[config.mk]
export PLATFORM = sky130hd
export DESIGN_NAME = sobel_grad_seq
export DESIGN_NICKNAME = d
export VERILOG_FILES = /design/src/rtl/sobel_grad_seq.sv
export SDC_FILE = /design/constraint.sdc
export NUM_CORES = 1
export LEC_CHECK = 0
export ABC_AREA = 1
export CORE_ASPECT_RATIO = 0.7
export CORE_MARGIN = 2
export CORE_UTILIZATION = 45
export CTS_CLUSTER_DIAMETER = 200
export CTS_CLUSTER_SIZE = 16
export DETAILED_ROUTE_END_ITERATION = 7
export PLACE_DENSITY_LB_ADDON = 0.3
export SLEW_MARGIN = 40
export SYNTH_ARGS = -nofsm -noshare
export SYNTH_HDL_FRONTEND = slang
export SYNTH_SLANG_ARGS = --single-unit
[constraint.sdc]
create_clock -name clk -period 4.4 [get_ports clk]
set_input_delay 0.88 -clock clk [delete_from_list [all_inputs] [get_ports clk]]
set_output_delay 0.88 -clock clk [all_outputs]
set_load 0.01 [all_outputs]
[src/rtl/sobel_grad_seq.sv]
// rtl/sobel_grad_seq.sv - Sobel |Gx|+|Gy| sequencer over one shared add/sub unit.
// Optional macro SOBEL_SEQ_SAT_EN saturates out_mag at 255 instead of truncating.
module sobel_grad_seq #(
    parameter int W = 12
) (
    input  logic         clk,
    input  logic         rst,
    input  logic         in_valid,
    output logic         in_ready,
    input  logic [71:0]  in_win,
    output logic         out_valid,
    input  logic         out_ready,
    output logic [7:0]   out_mag,
    output logic         busy,
    output logic [W-1:0] add_a,
    output logic [W-1:0] add_b,
    output logic         add_sub,
    input  logic [W-1:0] add_ans
);

    typedef enum logic [2:0] {
        S_IDLE,
        S_GX,
        S_ABSX,
        S_GY,
        S_ABSY,
        S_SUM,
        S_DONE
    } state_t;

    state_t       r_state;
    state_t       w_state_nxt;
    logic [2:0]   r_step;
    logic [2:0]   w_step_nxt;
    logic [W-1:0] r_acc;
    logic [W-1:0] r_mag_x;
    logic [71:0]  r_win_q;
    logic [7:0]   r_out_mag;
    logic [7:0]   w_mag_nxt;
    logic [W-1:0] w_px  [9];
    logic [W-1:0] w_px2 [9];
    logic [W-1:0] w_operand;
    logic         w_last_step;

    always_comb begin
        for (int k = 0; k < 9; k++) begin
            w_px[k]  = W'(r_win_q[8*k +: 8]);
            w_px2[k] = W'({r_win_q[8*k +: 8], 1'b0});
        end
    end

    // Steps 0-2 add the positive kernel column/row, steps 3-5 subtract the negative one.
    always_comb begin
        w_operand = '0;
        if (r_state == S_GX) begin
            case (r_step)
                3'd0:    w_operand = w_px[2];
                3'd1:    w_operand = w_px2[5];
                3'd2:    w_operand = w_px[8];
                3'd3:    w_operand = w_px[0];
                3'd4:    w_operand = w_px2[3];
                default: w_operand = w_px[6];
            endcase
        end else begin
            case (r_step)
                3'd0:    w_operand = w_px[6];
                3'd1:    w_operand = w_px2[7];
                3'd2:    w_operand = w_px[8];
                3'd3:    w_operand = w_px[0];
                3'd4:    w_operand = w_px2[1];
                default: w_operand = w_px[2];
            endcase
        end
    end

    always_comb begin
        add_a   = '0;
        add_b   = '0;
        add_sub = 1'b0;
        case (r_state)
            S_GX, S_GY: begin
                add_a   = r_acc;
                add_b   = w_operand;
                add_sub = (r_step >= 3'd3);
            end
            S_ABSX, S_ABSY: begin
                if (r_acc[W-1]) begin
                    add_b   = r_acc;
                    add_sub = 1'b1;
                end else begin
                    add_a   = r_acc;
                end
            end
            S_SUM: begin
                add_a = r_mag_x;
                add_b = r_acc;
            end
            default: ;
        endcase
    end

    assign w_last_step = (r_step == 3'd5);

    always_comb begin
        w_state_nxt = r_state;
        w_step_nxt  = 3'd0;
        case (r_state)
            S_IDLE: if (in_valid) w_state_nxt = S_GX;
            S_GX: begin
                if (w_last_step) w_state_nxt = S_ABSX;
                else             w_step_nxt  = r_step + 3'd1;
            end
            S_ABSX: w_state_nxt = S_GY;
            S_GY: begin
                if (w_last_step) w_state_nxt = S_ABSY;
                else             w_step_nxt  = r_step + 3'd1;
            end
            S_ABSY: w_state_nxt = S_SUM;
            S_SUM:  w_state_nxt = S_DONE;
            S_DONE: if (out_ready) w_state_nxt = S_IDLE;
            default: w_state_nxt = S_IDLE;
        endcase
    end

`ifdef SOBEL_SEQ_SAT_EN
    assign w_mag_nxt = (add_ans > W'(255)) ? 8'hFF : add_ans[7:0];
`else
    assign w_mag_nxt = add_ans[7:0];
`endif

    always_ff @(posedge clk) begin
        if (rst) begin
            r_state   <= S_IDLE;
            r_step    <= 3'd0;
            r_acc     <= '0;
            r_mag_x   <= '0;
            r_win_q   <= '0;
            r_out_mag <= 8'd0;
        end else begin
            r_state <= w_state_nxt;
            r_step  <= w_step_nxt;
            case (r_state)
                S_IDLE: begin
                    if (in_valid) begin
                        r_win_q <= in_win;
                        r_acc   <= '0;
                    end
                end
                S_GX, S_GY, S_ABSY: r_acc <= add_ans;
                S_ABSX: begin
                    r_mag_x <= add_ans;
                    r_acc   <= '0;
                end
                S_SUM: begin
                    r_acc     <= add_ans;
                    r_out_mag <= w_mag_nxt;
                end
                default: ;
            endcase
        end
    end

    assign in_ready  = (r_state == S_IDLE);
    assign out_valid = (r_state == S_DONE);
    assign busy      = (r_state != S_IDLE);
    assign out_mag   = r_out_mag;

endmodule
Word-level counts from Yosys, hierarchy flattened
Cells that the tools add are included.
- bits in registers: 110
- input bits: 88
- output and inout bits: 36
- word-level logic and storage cells: 51
- add/subtract/negate cells: 1
- magnitude comparators: 1
- equality and inequality tests: 15
- mux-type cells: 16
- bitwise logic cells: 1
- reduce and logical (&&, ||, !) cells: 11
- operators by type and width (kind ; number):
    $pmux W12 S3 ; 3
    $pmux W9 S5 ; 2
    $mux W12 ; 3
    $pmux W3 S7 ; 1
    $eq A3 B3 Y1 const B ; 5
    $eq A3 B2 Y1 const B ; 4
    $mux W3 ; 4
    $mux W11 ; 1
    $eq A3 B1 Y1 const B ; 2
    $logic_not A3 Y1 ; 2
    $ne A2 B2 Y1 const B ; 3
    $reduce_bool A3 Y1 ; 2
    $reduce_and A2 Y1 ; 2
    $reduce_and A4 Y1 ; 1
    $reduce_or A2 Y1 ; 2
    $reduce_or A4 Y1 ; 1
    $add A3 B1 Y3 const B ; 1
    $ge A3 B2 Y1 const B ; 1
    $reduce_or A3 Y1 ; 1
    $ne A2 B1 Y1 const B ; 1
    $pmux W1 S2 ; 1
    $mux W1 ; 1
    $not A1 Y1 ; 1

Depth between registers and ports, before layout
Gate-level depths: netlist of run 1.
- depth in word-level cells: 4
- depth in mapped cells: 13
- mapped depth without buffers: 12

Worst setup path before layout of run 1
Ideal clock, no wire load.
- kind: flip-flop to output port
- start point: reg r_step[2]
- end point: out add_b[1]
- arrival time: 1.623 ns
- data required time: 3.520 ns
- setup slack: 1.897 ns
- cell stages (with the launch flop): 14
- path through: dfxtp_1 inv_2 buf_2 buf_4 ha_1 clkbuf_1 nand2_1 nand2_1 nor2_1 nand2_1 nand2_1 nand2_1 nand3_1 nand2_1
- cells in the longest elaborated chain, start to end: 4
- RTL lines (item ; line ; text):
    start: declaration ; 33 ; logic [2:0] r_step;
    start signal: assignment ; 141 ; r_step <= w_step_nxt;
    $eq A3 B3 Y1 (tied with other cells) ; 56, 65 ;
    $pmux W9 S5 (on tied branches) ; 65, 56 ;
    $mux W12 * ; 55 ; if (r_state == S_GX) begin
    $pmux W12 S3 * ; 80 ; case (r_state)
    end: declaration ; 16 ; output logic [W-1:0] add_b,
Every way passes the cells marked *; elsewhere a longest branch is shown, timed or not.

Worst setup path in the final report of run 1
- start point: reg r_step[0]
- end point: out add_b[6]
Same word-level chain as after synthesis.

==> results.md, run 1 <==
* Status: complete, no violations
* Final setup fails at 0
* Tmin final at 4.03 ns
* First-pass GRT wire length at 24,600 um
* Worst-path maximum fanout at 18
* Post-route setup slack at 0.374 ns
* Core footprint at 11,600 um2
* # rows at 33
* Slowest stage delay, CP at 0.49 ns
* Top delay family on crit path: compound AO/OA/AOI/OAI gates
* Fin. Hold Viols at 0
* Die height at 94.6 um
* Sequential cell area at 2040 um2
* Area grow syn2layout at 25.1%
* Syn Nets at 819
* Post-route antenna net violation count at 0
* Net count, final at 897
* Initial Util at 45.6%
* Largest net degree at the start of global routing at 78
* Crit path required time at 3.52 ns
* Vias/cell at 5.28
* Worst-Skew Late Latency at 0.35 ns
* CTS root buffer: clkbuf_16
* Reg2reg setup slack at 2.05 ns
* CTS Buf Count at 9
* DRT iter0 DRCs at 375
* Wire per inst at 15.7 um
* Placed instance count at 950
* Slowest library cell on the worst path: o21ai_4
* Total of max-cap violations at 0
* Buf/Inv on CP at 2
* Clock power frac at 20.8%
* Footprint of the multi-input gates at 2660 um2
* Routed wire length at 15,100 um
* Yosys warns at 0
* Mean post-synth cell area at 7.26 um2
* Ant. Diodes at 0
* IO Count at 124
* Post-Layout Cell Count at 966
* CP Class: register to primary output
* H-tree depth at 3
* Max transition margin at 42.2%
* Hold buffers post-CTS at 0
* Switching pwr at 1.48 mW
* Flop pwr share at 36.1%
* Clock Tree Buf Depth at 2
* Clock Sinks at 102
* Die X at 133 um
* Critical path capture point type: primary output
* Via count at 5,099
* Total gr overflow at 0
* Hold crit path type: register to register
* CTS tree: done
* Final core utilization at 57.0%
* Residual DRC at 0
* Pwr Density at 537 nW/um2
* Vias in the first global route at 4,840
* Sw frac at 41.8%
* EDFF count, synth at 0
* Crit path launch type: register
* Slew Viols, Final at 0
* Worst Hold Depth at 2
* Tot GR Track Use at 24.6%
* Leak Pwr at 2.54 nW
* Most common cell on crit path: nand3_1
* TritonRoute pass-1 iters at 5
* Post_cts resized at 0
* Initial antenna violation count at 0
* Pre-CTS WS at 0.748 ns
* Worst-Margin Slew at 0.867 ns
* Main synth FF type: dfxtp_1
* Post-Syn Instances at 726
* Crit-path cells: inv_1, ha_1, o21ai_4, nand3_2, o21ai_1, nand3_1, nand3_1, nand2_1, clkdlybuf4s50_1
* Clk slew on worst S/H paths at 0.07 ns
* Fill cell count at 1,103
* Sequential area share after synthesis at 38.7%
* Clock skew at 0.00712 ns
* Critical Path Stages at 9
* Ys async rst share at 0%
* R2R depth at 7
* Post-Syn Area at 5270 um2
* Layout cell share with drive strength beyond 1 at 13.2%
* Int Pwr at 2.06 mW
* Seq cells post-synth at 102
* Final worst path period share at 91.5%
* RSZ-0062 raised after global routing: false
* Cell variety after synth at 28
* Combinational power share at 43.0%
* Gpl congestion at 0.846
* Post-DP HPWL at 11,000 um
* Post CTS Setup Buffer Count at 0
* Port Buffers at 115
* Die area at 12,600 um2
* Fmax at 0.248 GHz
* CP arrival at 3.15 ns
* Max VDD drop at 0.465 mV
* Setup TNS at 0 ns
## state kept, by name, summed over array words and instances, names as in the netlist
| signal | flops |
|---|---|
| out_mag | 8 |
| r_step | 3 |
| r_state | 3 |
| r_win_q | 64 |
| r_mag_x | 12 |
| r_acc | 12 |
## worst paths after layout
kind                            from                  endpoint
min reg2reg  r_mag_x[6]$_SDFFE_PP0P_   r_mag_x[6]$_SDFFE_PP0P_
max             r_step[0]$_SDFF_PP0_                  add_b[6]
min          r_mag_x[6]$_SDFFE_PP0P_   r_mag_x[6]$_SDFFE_PP0P_
max reg2reg  r_state[1]$_SDFFE_PP0P_  r_win_q[17]$_SDFFE_PP0P_
## Yosys cell counts, types with 2 or more instances
| master | number | share of area [%] |
|---|---|---|
| dfxtp_1 | 102 | 39 |
| inv_1 | 62 | 4.4 |
| buf_6 | 4 | 0.85 |
| nand2_2 | 34 | 4.0 |
| nand3_1 | 125 | 12 |
| o21ai_0 | 53 | 5.0 |
| nor2_1 | 31 | 2.2 |
| o22ai_1 | 12 | 1.4 |
| a21oi_1 | 62 | 5.9 |
| clkbuf_1 | 18 | 1.3 |
| ha_1 | 5 | 1.2 |
| buf_12 | 3 | 1.1 |
| o221ai_1 | 2 | 0.33 |
| buf_4 | 5 | 0.71 |
| nand3_2 | 3 | 0.57 |
| buf_2 | 21 | 2.0 |
| nor2_4 | 3 | 0.64 |
| a21oi_2 | 31 | 5.1 |
| o21ai_1 | 4 | 0.38 |
| inv_2 | 6 | 0.43 |
| inv_4 | 2 | 0.24 |
| nand2_1 | 129 | 9.2 |
| nand2_4 | 4 | 0.85 |
## logic make-up (layout without fill, tap and decap cells)
logic type,after synthesis,in the layout,synth area share [%]
buffers and inverters,121,204,11.1
AO/OA/AOI/OAI,167,167,19.0
adder cells (fa/ha/maj),5,5,1.19
flip-flops,102,102,38.7
AND/OR/NAND/NOR,331,331,30.1
## area by class of cell
class	instances	area share (%)
clock buffers	11	3.53
multi-input cells	503	40.3
well taps	157	2.98
inverters	70	4.06
clock inverters	5	0.550
flip-flops and latches	102	31.0
repair buffers	118	17.6
## layout by cell type (no fill, tap or decap)
cell,count
nand2_1,129
nand3_1,125
clkdlybuf4s50_1,113
dfxtp_1,102
a21oi_1,62
inv_1,61
o21ai_0,53
nand2_2,34
nor2_1,31
a21oi_2,31
o22ai_1,12
clkbuf_16,9
inv_2,7
ha_1,5
o21ai_1,4
nand3_2,3
nor2_4,3
nand2_4,3
clkinvlp_4,3
buf_4,3
o221ai_1,2
inv_4,2
clkbuf_1,2
buf_2,2
nor2_8,1
a21oi_4,1
o21ai_4,1
nand3_4,1
nand2_8,1
a211oi_1,1
clkinv_4,1
clkinv_2,1
## power by group through the flow
stage	Combinational, mW	Sequential, mW	Clock (mW)
3_3_place_gp	1.47	1.29	0
6_report	1.52	1.28	0.738
5_1_grt	1.68	1.30	0.785
3_5_place_dp	1.51	1.29	0
2_1_floorplan	1.19	1.23	0
4_1_cts	1.52	1.27	0.744
## per-layer routing
layer | global-route usage [%] | wire [um]
met1 | 36.5 | 7730
met2 | 36.6 | 6310
met3 | 5.48 | 982
met4 | 4.61 | 113
met5 | 0 | 0
## worst register-to-register path, cell delays in order (launching register included)
cell,delay (ns)
dfxtp_1,0.48
nor2_4,0.21
nand2_4,0.07
inv_4,0.25
buf_4,0.36
nand2_8,0.35
o21ai_0,0.43
a21oi_1,0.08
## metrics by stage
step	power (mW)	instance area, um2	hold WS, ns
after floorplan	2.42	5270	0.425
after CTS	3.54	6590	0.460
final	3.54	6600	0.457
after detailed placement	2.81	6320	0.449
after global placement	2.76	6320	0.439
after global routing	3.76	6600	0.481
(Power assumes the default switching activity.)
==> run 2, diff against run 1 <==
--- a/config.mk
+++ b/config.mk
@@ -6,7 +6,7 @@
 export NUM_CORES = 1
 export LEC_CHECK = 0
 export ABC_AREA = 1
-export CORE_ASPECT_RATIO = 0.7
+export CORE_ASPECT_RATIO = 1.75
 export CORE_MARGIN = 2
 export CORE_UTILIZATION = 45
 export CTS_CLUSTER_DIAMETER = 200
==> results.md, run 2 (synthesis results as in run 1) <==
* CTS root buffer: clkbuf_16 (unchanged)
* Net count, final at 898 (was 897)
* CTS Buf Count at 9 (unchanged)
* Crit-path cells: inv_1, ha_1, o21ai_4, nand3_2, o21ai_1, nand3_1, nand3_1, nand2_1, clkdlybuf4s50_1 (unchanged)
* Initial Util at 45.8% (was 45.6%)
* Total power at 3.63 mW (was 3.54 mW)
* Clock Tree Buf Depth at 2 (unchanged)
* Fill cell count at 1,106 (was 1,103)
* Hold buffers post-CTS at 0 (unchanged)
* First-pass GRT wire length at 25,200 um (was 24,600 um)
* Most common cell after layout, fill and taps aside: nand2_1 (unchanged)
* Clock skew at 0.00866 ns (was 0.00712 ns)
* Fin. Hold Viols at 0 (unchanged)
* Total gr overflow at 0 (unchanged)
* Ant. Diodes at 0 (unchanged)
* Placed Instance Area at 6300 um2 (was 6320 um2)
* Max reg flops at 64 (unchanged)
* Pwr Density at 549 nW/um2 (was 537 nW/um2)
* Gpl congestion at 0.941 (was 0.846)
* Pre-CTS WS at 0.751 ns (was 0.748 ns)
* CP arrival at 3.18 ns (was 3.15 ns)
* Slowest library cell on the worst path: o21ai_4 (unchanged)
* Most common cell on crit path: nand3_1 (unchanged)
* Met3 wire len at 816 um (was 982 um)
* Max transition margin at 51.9% (was 42.2%)
* Violated checks: design-rule violations
* Die area at 12,600 um2 (about the same)
* Largest Register: r_win_q (unchanged)
* Post-route antenna net violation count at 0 (unchanged)
* Wire per inst at 16.6 um (was 15.7 um)
* Initial antenna violation count at 0 (unchanged)
* Status: complete, but fails checks (was complete, no violations)
* Worst-Margin Slew at 0.721 ns (was 0.867 ns)
* Max VDD drop at 0.309 mV (was 0.465 mV)
* Most frequent cells in the layout: nand2_1, nand3_1, clkdlybuf4s50_1 (unchanged)
* Tot GR Track Use at 25.2% (was 24.6%)
* Largest registers: r_win_q: 64 flops, r_acc: 12 flops, r_mag_x: 12 flops (unchanged)
* Fmax at 0.246 GHz (was 0.248 GHz)
* Port Buffers at 115 (unchanged)
* Routed wire length at 15,700 um (was 15,100 um)
* Slew Viols, Final at 0 (unchanged)
* H-tree depth at 3 (unchanged)
* Die height at 147 um (was 94.6 um)
* Crit path required time at 3.52 ns (about the same)
* Clk slew on worst S/H paths at 0.08 ns (was 0.07 ns)
* Setup TNS at 0 ns (unchanged)
* Vias/cell at 5.41 (was 5.28)
* CP Class: register to primary output (unchanged)
* Leak Pwr at 2.58 nW (was 2.54 nW)
* Post_cts resized at 0 (unchanged)
* Post-route setup slack at 0.335 ns (was 0.374 ns)
* Worst-Skew Late Latency at 0.35 ns (about the same)
* Worst-path maximum fanout at 18 (unchanged)
* Crit path launch type: register (unchanged)
* Post CTS Setup Buffer Count at 0 (unchanged)
* Slowest stage delay, CP at 0.51 ns (was 0.49 ns)
* TritonRoute pass-1 iters at 7 (was 5)
* Post-DP HPWL at 11,500 um (was 11,000 um)
* Hold crit path type: register to register (unchanged)
* Largest net degree at the start of global routing at 78 (unchanged)
* Final setup fails at 0 (unchanged)
* Final core utilization at 57.5% (was 57.0%)
* Clock Sinks at 102 (unchanged)
* Final worst path period share at 92.4% (was 91.5%)
* # rows at 52 (was 33)
* Residual DRC at 7 (was 0)
* Tmin final at 4.06 ns (was 4.03 ns)
* Met1 WL at 5910 um (was 7730 um)
* RSZ-0062 raised after global routing: false (unchanged)
* Critical path capture point type: primary output (unchanged)
* Layout cell share with drive strength beyond 1 at 13.6% (was 13.2%)
* Core footprint at 11,500 um2 (was 11,600 um2)
* Vias in the first global route at 5,178 (was 4,840)
* DRT iter0 DRCs at 242 (was 375)
* Area grow syn2layout at 25.6% (was 25.1%)
* Met2 WL post-DR at 8270 um (was 6310 um)
* Final instance area at 6620 um2 (was 6600 um2)
* Die X at 85.8 um (was 133 um)
* CTS tree: done (unchanged)
* IO Count at 124 (unchanged)
* Total of max-cap violations at 0 (unchanged)
* Via count at 5,114 (was 5,099)
* Highest routed layer: met4 (unchanged)
## run 2: changes by cell type in the layout (fill, tap and decap cells not counted), sizes merged
cell / change
inv: +4
clkbuf: -2
clkinvlp: -2
buf: +1
bufinv: +1
clkinv: -1
## run 2: where the power goes
part / switching (mW) / total [mW] / leakage [nW] / internal, mW
combinational: 0.978 / 1.53 / 1.59 / 0.552
clock: 0.380 / 0.834 / 0.150 / 0.454
sequential: 0.144 / 1.27 / 0.835 / 1.13
total: 1.50 / 3.63 / 2.58 / 2.13
## run 2: final timing paths
check        slack (ns)               startpoint                       end  depth (start not counted)
max                0.34     r_step[0]$_SDFF_PP0_                  add_b[5]                          9
min                0.45  r_win_q[0]$_SDFFE_PP0P_   r_win_q[0]$_SDFFE_PP0P_                          2
max reg2reg        2.07  r_state[1]$_SDFFE_PP0P_  r_win_q[20]$_SDFFE_PP0P_                          7
min reg2reg        0.45  r_win_q[0]$_SDFFE_PP0P_   r_win_q[0]$_SDFFE_PP0P_                          2
## run 2: per-stage QoR
step | hold slack [ns] | cells
2_1_floorplan | 0.425 | 726
3_3_place_gp | 0.438 | 929
3_5_place_dp | 0.444 | 929
4_1_cts | 0.454 | 945
5_1_grt | 0.470 | 945
6_report | 0.449 | 945
## run 2: final cells by class
type	instances	area, um2	share of cell area, %
Timing Repair Buffer	119	1170	17.7
Multi-Input combinational cell	503	2660	40.1
Sequential cell	102	2040	30.8
Clock inverter	7	86.3	1.30
Tap cell	135	169	2.55
Clock buffer	9	225	3.40
Inverter	70	268	4.04
## run 2: critical path, delay by kind of cell, from the launching register on
| family | cells | cell delay, ns |
|---|---|---|
| buf+inv | 2 | 0.59 |
| simple gates | 4 | 0.68 |
| flops | 1 | 0.39 |
| fa+ha+maj | 1 | 0.46 |
| compound gates | 2 | 0.72 |
## run 2: metal layers
| metal | global-route usage, % | vias to the layer above |
|---|---|---|
| met1 | 27.3 | 2373 |
| met5 | 0 | - |
| met2 | 45.9 | 155 |
| met4 | 12.4 | 0 |
| li1 | - | 2546 |
| met3 | 4.72 | 40 |
==> run 3, diff against run 2 <==
--- a/config.mk
+++ b/config.mk
@@ -7,12 +7,12 @@
 export LEC_CHECK = 0
 export ABC_AREA = 1
 export CORE_ASPECT_RATIO = 1.75
-export CORE_MARGIN = 2
+export CORE_MARGIN = 1
 export CORE_UTILIZATION = 45
 export CTS_CLUSTER_DIAMETER = 200
 export CTS_CLUSTER_SIZE = 16
 export DETAILED_ROUTE_END_ITERATION = 7
-export PLACE_DENSITY_LB_ADDON = 0.3
+export PLACE_DENSITY = 0.73
 export SLEW_MARGIN = 40
 export SYNTH_ARGS = -nofsm -noshare
 export SYNTH_HDL_FRONTEND = slang
==> results.md, run 3 (synthesis results as in run 1) <==
* H-tree depth at 3 (unchanged)
* Final setup fails at 0 (unchanged)
* Gpl congestion at 0.904 (was 0.941)
* Layout cell share with drive strength beyond 1 at 13.5% (was 13.6%)
* IO Count at 124 (unchanged)
* Die area at 12,200 um2 (was 12,600 um2)
* Setup TNS at 0 ns (unchanged)
* Post_cts resized at 0 (unchanged)
* Max transition margin at 50.6% (was 51.9%)
* TritonRoute pass-1 iters at 8 (was 7)
* Post-route antenna net violation count at 0 (unchanged)
* Pwr Density at 540 nW/um2 (was 549 nW/um2)
* Ant. Diodes at 0 (unchanged)
* Routed wire length at 15,300 um (was 15,700 um)
* Fmax at 0.244 GHz (was 0.246 GHz)
* Largest registers: r_win_q: 64 flops, r_acc: 12 flops, r_mag_x: 12 flops (unchanged)
* Met2 WL post-DR at 8210 um (was 8270 um)
* Slowest stage delay, CP at 0.58 ns (was 0.51 ns)
* Initial Util at 45.8% (unchanged)
* Met3 wire len at 687 um (was 816 um)
* Final worst path period share at 93.1% (was 92.4%)
* Fin. Hold Viols at 0 (unchanged)
* Port Buffers at 115 (unchanged)
* CTS root buffer: clkbuf_16 (unchanged)
* Hold crit path type: register to register (unchanged)
* Final instance area at 6590 um2 (was 6620 um2)
* Clock Tree Buf Depth at 2 (unchanged)
* Die height at 145 um (was 147 um)
* Total gr overflow at 0 (unchanged)
* CP Class: register to primary output (unchanged)
* Fill cell count at 1,128 (was 1,106)
* Total of max-cap violations at 0 (unchanged)
* Critical path capture point type: primary output (unchanged)
* Tmin final at 4.09 ns (was 4.06 ns)
* Worst-Skew Late Latency at 0.35 ns (about the same)
* Initial antenna violation count at 0 (unchanged)
* Post-DP HPWL at 11,200 um (was 11,500 um)
* Slowest library cell on the worst path: clkdlybuf4s50_1 (was o21ai_4)
* Top delay family on crit path: buffers and inverters (was compound AO/OA/AOI/OAI gates)
* RSZ-0062 raised after global routing: false (unchanged)
* Most common cell after layout, fill and taps aside: nand2_1 (unchanged)
* Highest routed layer: met4 (unchanged)
* Status: complete, but fails checks (unchanged)
* Via count at 5,027 (was 5,114)
* CTS tree: done (unchanged)
* Residual DRC at 9 (was 7)
* Max reg flops at 64 (unchanged)
* CP arrival at 3.21 ns (was 3.18 ns)
* Crit path launch type: register (unchanged)
* Hold buffers post-CTS at 0 (unchanged)
* Worst-path maximum fanout at 18 (unchanged)
* Net count, final at 897 (was 898)
* Vias/cell at 5.33 (was 5.41)
* CTS Buf Count at 9 (unchanged)
* Leak Pwr at 2.56 nW (was 2.58 nW)
* Crit-path cells: inv_1, ha_1, o21ai_4, nand3_2, inv_1, nor2_1, nand2_1, nand2_1, o21ai_0, clkdlybuf4s50_1 (was inv_1, ha_1, o21ai_4, nand3_2, o21ai_1, nand3_1, nand3_1, nand2_1, clkdlybuf4s50_1)
* Buf/Inv on CP at 3 (was 2)
* Largest net degree at the start of global routing at 78 (unchanged)
* DRT iter0 DRCs at 306 (was 242)
* Placed Instance Area at 6290 um2 (was 6300 um2)
* Wire per inst at 16.2 um (was 16.6 um)
* First-pass GRT wire length at 25,100 um (was 25,200 um)
* Tot GR Track Use at 26.0% (was 25.2%)
* Hold slack at 0.448 ns (was 0.449 ns)
* Clock Sinks at 102 (unchanged)
* Vias in the first global route at 5,049 (was 5,178)
* Crit path required time at 3.52 ns (about the same)
* Most frequent cells in the layout: nand2_1, nand3_1, clkdlybuf4s50_1 (unchanged)
* Max VDD drop at 0.344 mV (was 0.309 mV)
* Clock skew at 0.00715 ns (was 0.00866 ns)
* Die X at 83.8 um (was 85.8 um)
* Slew Viols, Final at 0 (unchanged)
* Area grow syn2layout at 25.1% (was 25.6%)
* Largest Register: r_win_q (unchanged)
* Violated checks: design-rule violations (unchanged)
* Clk slew on worst S/H paths at 0.07 ns (was 0.08 ns)
* # rows at 52 (unchanged)
* Core footprint at 11,500 um2 (unchanged)
* Met1 WL at 5890 um (was 5910 um)
* Worst-Margin Slew at 0.740 ns (was 0.721 ns)
* Post CTS Setup Buffer Count at 0 (unchanged)
## run 3: cell count changes in the layout (fill, tap and decap cells not counted)
cell,previous run,this run
bufinv_16,1,0
clkbuf_8,0,1
clkinvlp_4,1,2
buf_4,3,2
inv_8,2,1
## run 3: per-layer routing
layer  track usage, %  vias to the layer above
met5                0                        -
met4             10.7                        0
met3             4.95                       24
met2             48.2                      126
met1             28.3                     2330
li1                 -                     2547
## run 3: worst paths after layout
| kind | from | slack [ns] | depth (start not counted) | endpoint |
|---|---|---|---|---|
| worst max-delay path | r_step[0]$_SDFF_PP0_ | 0.31 | 10 | add_b[0] |
| worst min-delay path | r_win_q[0]$_SDFFE_PP0P_ | 0.45 | 2 | r_win_q[0]$_SDFFE_PP0P_ |
| worst max register to register | r_state[1]$_SDFFE_PP0P_ | 2.10 | 6 | r_win_q[20]$_SDFFE_PP0P_ |
| worst min register to register | r_win_q[0]$_SDFFE_PP0P_ | 0.45 | 2 | r_win_q[0]$_SDFFE_PP0P_ |
## run 3: stage by stage
| step | util, % | power (mW) | std cells | worst slack, ns |
|---|---|---|---|---|
| after detailed placement | 54.6 | 2.80 | 928 | 0.710 |
| after global placement | 54.6 | 2.76 | 928 | 0.729 |
| after global routing | 57.3 | 3.80 | 944 | 0.0854 |
| final | 57.3 | 3.56 | 944 | 0.305 |
| after floorplan | - | 2.42 | 726 | 1.90 |
| after CTS | 57.1 | 3.58 | 944 | 0.325 |
## run 3: area by class of cell
type	instances	area [um2]	share of cell area, %
clock buffers	10	239	3.62
inverters	70	268	4.06
well taps	135	169	2.56
multi-input cells	503	2660	40.3
clock inverters	6	52.6	0.797
flip-flops and latches	102	2040	31.0
repair buffers	118	1170	17.7
## run 3: power breakdown
group / leakage [nW] / switching [mW] / internal, mW
Combinational: 1.59 / 0.961 / 0.546
Sequential: 0.835 / 0.152 / 1.13
Clock: 0.138 / 0.369 / 0.408
Total: 2.56 / 1.48 / 2.08
## run 3: tightest hold or removal path, stage by stage, from the launching register on
cell	delay (ns)
dfxtp_1	0.30
inv_1	0.05
a21oi_1	0.05
